`src/rtl/perm_switch_net_pkg.sv`:
```
// perm_switch_net_pkg: shared types, widths and lane-pairing helper for the permutation network
package perm_switch_net_pkg;
    localparam int SW_DATA_WIDTH = 16;
    localparam int SW_STRIDE_W = 4;
    typedef enum logic [1:0] {
        SW_PASS    = 2'd0,
        SW_STRIDE  = 2'd1,
        SW_MASK    = 2'd2,
        SW_REVERSE = 2'd3
    } sw_mode_e;
    function automatic int sw_pair_lo(input int p, input int s);
        return ((p >> s) << (s + 1)) | (p & ((1 << s) - 1));
    endfunction
endpackage

```
`src/rtl/perm_switch_stage.sv`:
```
// perm_switch_stage: one registered column of 2x2 exchange cells pairing lanes 2^STAGE apart
module perm_switch_stage
    import perm_switch_net_pkg::*;
#(
    parameter int STAGE = 0,
    parameter int N_PORTS = 8,
    parameter int DATA_WIDTH = SW_DATA_WIDTH,
    localparam int LOG2N = $clog2(N_PORTS),
    localparam int HALF = N_PORTS / 2,
    localparam int SW_IN = 1 + (LOG2N - STAGE) * HALF,
    localparam int SW_OUT = SW_IN - HALF
) (
    input  logic                          clk,
    input  logic                          rst,
    input  logic                          stall_i,
    input  logic                          valid_i,
    input  logic [N_PORTS*DATA_WIDTH-1:0] data_i,
    input  logic [SW_IN-1:0]              side_i,
    output logic                          valid_o,
    output logic [N_PORTS*DATA_WIDTH-1:0] data_o,
    output logic [SW_OUT-1:0]             side_o
);
    // side bits: [0] err, then one ctrl row per remaining stage with this stage's row lowest
    logic [HALF-1:0]               row;
    logic [N_PORTS*DATA_WIDTH-1:0] data_d, data_q;
    logic [SW_OUT-1:0]             side_d, side_q;
    logic                          valid_q;
    assign row = side_i[1 +: HALF];
    for (genvar p = 0; p < HALF; p++) begin : g_cell
        localparam int LO = sw_pair_lo(p, STAGE);
        localparam int HI = LO + (1 << STAGE);
        assign data_d[LO*DATA_WIDTH +: DATA_WIDTH] = row[p] ? data_i[HI*DATA_WIDTH +: DATA_WIDTH]
                                                            : data_i[LO*DATA_WIDTH +: DATA_WIDTH];
        assign data_d[HI*DATA_WIDTH +: DATA_WIDTH] = row[p] ? data_i[LO*DATA_WIDTH +: DATA_WIDTH]
                                                            : data_i[HI*DATA_WIDTH +: DATA_WIDTH];
    end
    if (SW_OUT > 1) begin : g_fwd
        assign side_d = {side_i[SW_IN-1 -: SW_OUT-1], side_i[0]};
    end else begin : g_last
        assign side_d = side_i[0];
    end
    always_ff @(posedge clk) begin
        if (rst) begin
            valid_q <= 1'b0;
            data_q  <= '0;
            side_q  <= '0;
        end else if (!stall_i) begin
            valid_q <= valid_i;
            data_q  <= data_d;
            side_q  <= side_d;
        end
    end
    assign valid_o = valid_q;
    assign data_o  = data_q;
    assign side_o  = side_q;
endmodule

```
`src/rtl/perm_switch_net.sv`:
```
// perm_switch_net: N-lane registered butterfly permutation network; control travels with each vector
module perm_switch_net
    import perm_switch_net_pkg::*;
#(
    parameter int DATA_WIDTH = SW_DATA_WIDTH,
    parameter int N_PORTS = 8,
    parameter int LOG2N = $clog2(N_PORTS)
) (
    input  logic                          clk,
    input  logic                          rst,
    input  logic                          in_valid,
    input  logic [N_PORTS*DATA_WIDTH-1:0] in_data,
    input  logic [1:0]                    in_mode,
    input  logic [SW_STRIDE_W-1:0]        in_stride,
    input  logic [LOG2N*N_PORTS/2-1:0]    in_mask,
    input  logic                          stall,
    output logic                          out_valid,
    output logic [N_PORTS*DATA_WIDTH-1:0] out_data,
    output logic                          out_err
);
    localparam int HALF = N_PORTS / 2;
    localparam int CW = LOG2N * HALF;
    function automatic int side_off(input int s);
        int o = 0;
        for (int k = 0; k < s; k++) o += 1 + (LOG2N - k) * HALF;
        return o;
    endfunction
    localparam int SIDE_TOT = side_off(LOG2N) + 1;
    logic [CW-1:0]                 ctrl_d;
    logic                          err_d;
    logic [CW:0]                   side_d, side_q;
    logic                          in_valid_q;
    logic [N_PORTS*DATA_WIDTH-1:0] in_data_q;
    logic [LOG2N:0]                valid_bus;
    logic [N_PORTS*DATA_WIDTH-1:0] data_bus [LOG2N+1];
    logic [SIDE_TOT-1:0]           side_bus;
    for (genvar s = 0; s < LOG2N; s++) begin : g_dec
        assign ctrl_d[s*HALF +: HALF] =
            (in_mode == SW_REVERSE) ? '1 :
            (in_mode == SW_MASK) ? in_mask[s*HALF +: HALF] :
            (in_mode == SW_STRIDE && in_stride == SW_STRIDE_W'(s)) ? '1 : '0;
    end
    // an out-of-range stride matches no row above, so it already decodes as PASS
    assign err_d  = (in_mode == SW_STRIDE) && (in_stride >= SW_STRIDE_W'(LOG2N));
    assign side_d = {ctrl_d, err_d};
    always_ff @(posedge clk) begin
        if (rst) begin
            in_valid_q <= 1'b0;
            in_data_q  <= '0;
            side_q     <= '0;
        end else if (!stall) begin
            in_valid_q <= in_valid;
            in_data_q  <= in_data;
            side_q     <= side_d;
        end
    end
    assign valid_bus[0]         = in_valid_q;
    assign data_bus[0]          = in_data_q;
    assign side_bus[0 +: CW+1]  = side_q;
    for (genvar s = 0; s < LOG2N; s++) begin : g_stage
        localparam int OFF_I = side_off(s);
        localparam int OFF_O = side_off(s + 1);
        localparam int W_I = 1 + (LOG2N - s) * HALF;
        perm_switch_stage #(
            .STAGE(s),
            .N_PORTS(N_PORTS),
            .DATA_WIDTH(DATA_WIDTH)
        ) u_stage (
            .clk(clk),
            .rst(rst),
            .stall_i(stall),
            .valid_i(valid_bus[s]),
            .data_i(data_bus[s]),
            .side_i(side_bus[OFF_I +: W_I]),
            .valid_o(valid_bus[s+1]),
            .data_o(data_bus[s+1]),
            .side_o(side_bus[OFF_O +: W_I-HALF])
        );
    end
    assign out_valid = valid_bus[LOG2N];
    assign out_data  = data_bus[LOG2N];
    assign out_err   = side_bus[SIDE_TOT-1];
endmodule

```
`config.mk`:
```
export PLATFORM = sky130hd
export DESIGN_NAME = perm_switch_net
export DESIGN_NICKNAME = d
export VERILOG_FILES = /design/src/rtl/perm_switch_net_pkg.sv /design/src/rtl/perm_switch_stage.sv /design/src/rtl/perm_switch_net.sv
export SDC_FILE = /design/constraint.sdc
export NUM_CORES = 1
export LEC_CHECK = 0
export ABC_AREA = 1
export BUFFER_PORTS_ARGS = -buffer_cell sky130_fd_sc_hd__buf_2
export CAP_MARGIN = 20
export CELL_PAD_IN_SITES_DETAIL_PLACEMENT = 2
export CELL_PAD_IN_SITES_GLOBAL_PLACEMENT = 2
export CORE_ASPECT_RATIO = 1.4
export CORE_MARGIN = 3
export CORE_UTILIZATION = 33
export DETAILED_ROUTE_END_ITERATION = 7
export PLACE_DENSITY_LB_ADDON = 0.1
export SETUP_SLACK_MARGIN = 0.1
export SLEW_MARGIN = 40
export SYNTH_ARGS = -nofsm -noshare
export SYNTH_HDL_FRONTEND = slang
export SYNTH_SLANG_ARGS = --single-unit
```
`constraint.sdc`:
```
create_clock -name clk -period 1.5 [get_ports clk]
set_input_delay 0.375 -clock clk [delete_from_list [all_inputs] [get_ports clk]]
set_output_delay 0.375 -clock clk [all_outputs]
set_load 0.01 [all_outputs]
```
==> metrics.yaml <==
critical_path:
  crit_arrival_ns: 1.12
  crit_path_start: "g_stage[2].u_stage.data_o[67]"
  critical-path-max-stage-delay_ns: 0.36
  endpoint_kind: "output port"
  cp.required_ns: 1.12
  cp_num_buf_inv: 1
  crit_type: "reg -> out"
  path_cells: "buf_6"
  cp_max_fo: 2
  critPathLaunchType: "register"
  critPathTopFamily: "flip-flops"
  r2r_start: "g_stage[0].u_stage.side_o[4]"
  critPathSlowestCell: "dfxtp_4"
worst_hold_path:
  hold_class: "in -> reg"
  hold_start: "in_data[12]"
sta:
  min_period_ns: 1.49
  hold_viol_final: 0
  hold_ws_ns: 0.0273
  worst_pin_slew_ns: 0.709
  setup_ws_ns: 0.00868
  setup_viol: 0
  finClkSkew_ns: 0.0265
  timing.final.crit_share_pct: 99.4
  rsz0062_at_grt: "yes"
  fmax_mhz: 671
  setup_tns_ns: 0
  drv_slew: 0
  slew_headroom_pct: 52.2
grt:
  gr-usage-met2_pct: 44.4
  grtUsageMet3_pct: 2.57
  grtUsageTotal_pct: 24.4
  grt_max_degree: 107
  grt_pass1_wl_um: 152000
  antenna_found_initial: 5
  globalRoute.busiestLayer: "met2"
  grt_pass1_vias: 25684
  met1_usage_pct: 30.9
  overflow: 0
clocking:
  ctsHtreeMaxLevel: 2
  clk_path_buf_depth: 3
  cts.clk_slew.worst_paths_ns: 0.06
  clock_sink_count: 544
  clock_latency_ns: 0.64
  cts_buffers: 57
  clock-root-buffer: "clkbuf_16"
  cts_tree: "yes"
drt:
  post_drt_wl_per_cell_um: 20.5
  first_pass_iters: 5
  drtIter0Drc: 1220
  vias_per_cell: 4.90
  dr_total_vias: 24482
  drt_wl_total_um: 102000
  drc: 0
  ant_nets: 0
yosys:
  syn-cell-area_sq_um: 25500
  synth_ff_type: "dfxtp_1"
  synthAdderAreaFrac_pct: 0
  synth_xor_area_share_pct: 0
  yosys.area.top_type: "dfxtp_1"
  synth_edf_count: 0
  ys_ff_latch: 544
  yosys-mux-area-fraction_pct: 0
  synth_common_cells: "inv_1, o21ai_0, dfxtp_1, nand2_1, a21oi_1"
  synth_area_leaders: "dfxtp_1, o21ai_0, inv_1"
  synth_cells: 3762
  ys_types: 17
  synth_compound_area_share_pct: 26.0
  postSynthAreaPerCell_sq_um: 6.78
  synth-simple-area-share_pct: 10.5
  ys_warn_count: 0
  ys_seq_area_share_pct: 42.7
  synth_top_family_by_area: "compound AO/OA/AOI/OAI gates"
  yosys.cell_count.top_type: "inv_1"
  syn_nets: 3912
  synth_top_area_share_pct: 42.7
  async_flop_share_pct: 0
pwr:
  vdd_drop_max_uv: 862
  power.density_nw_per_um2: 1170
  power_mw: 36.7
  power_leakage_nw: 15.4
floorplanning:
  die_w_um: 241
  start_util_pct: 33.3
  die_area_sq_um: 80800
  die_h_um: 335
  core_area_sq_um: 76600
  ios: 280
  rows: 120
final_layout:
  drive_above_1_share_pct: 18.8
  fin_nets: 4123
  utilization_pct: 40.9
  fin_cells: 4998
  final_area_sq_um: 31300
  area_delta_synth_final_pct: 22.8
placed_design:
  dp.cells: 4823
  hpwlAfterDp_um: 78400
  dp_slack_ns: -0.0153
  port_buffers: 279
  placed_area_sq_um: 27800
  gp_congestion: 0.810
run_status:
  status: "finished clean"
run:
  maxCapViolations: 0
what timing repair did:
| action | in CTS | in global routing |
|---|---|---|
| resized for setup | 288 | 38 |
| endpoints found under the hold margin | 24 | 0 |
| hold buffers | 24 | 0 |
| buffers inserted | 31 | 6 |
| setup endpoints to repair | 149 | 179 |
| cloned | 2 | 4 |
cell type report:
cell class	count	area, sq um
fill	9019	45200
sequential	544	11100
multi-input combinational	2040	9320
timing repair buffer	545	4900
inverter	785	2950
clock buffer	90	1730
tap	976	1220
clock inverter	16	134
antenna	2	5.00
where the power goes:
part           total, mW  leakage [nW]  switching [mW]  internal (mW)
clock network       14.5         0.931            6.25           8.23
registers           16.1          4.56           0.631           15.5
logic               6.05          9.88            3.75           2.30
total               36.7          15.4            10.6           26.0
metal layers:
| metal | part of all wire, % | wire length, um |
|---|---|---|
| met4 | 2.1 | 2180 |
| met2 | 50 | 51700 |
| met1 | 45 | 45900 |
| met5 | 0.013 | 13 |
| met3 | 2.6 | 2620 |
worst reg2reg max path: cells and delay by family (launching register included):
kind	cells	cell delay, ns
AOI/OAI and AO/OA	2	0.52
buffers and inverters	3	0.49
DFF	1	0.35
placed cells by master, fill, tap and decap left out, drive strengths merged, types with 3 or more instances in the layout:
cell	Yosys	final
o21ai	928	928
inv	785	785
dfxtp	544	544
buf	309	515
nand2	401	401
a21oi	397	397
nor2	311	311
clkbuf	84	94
dlygate4sd3	0	24
clkinv	0	14
nand3	3	3
path summary, 6_finish.rpt:
path / slack, ns / depth (start not counted) / endpoint
setup reg to reg: 0.09 / 5 / g_stage[1].u_stage.data_o[88]
hold reg to reg: 0.47 / 2 / in_data_q[117]
setup / recovery: 0.009 / 1 / out_data[67]
hold / removal: 0.03 / 3 / in_data_q[12]
cells by family (layout without fill, tap and decap cells):
logic type	Yosys count	count (layout)
flops	544	544
compound gates	1325	1325
buf+inv	1178	1436
other cells	0	2
simple gates	715	715
flip-flops by register name, indices dropped and copies added (netlist names):
register                 count
g_stage.u_stage.data_o     384
in_data_q                  128
g_stage.u_stage.side_o      15
side_q                      13
g_stage.u_stage.valid_o      3
in_valid_q                   1
Note: power is estimated with default switching activity, not from simulation.
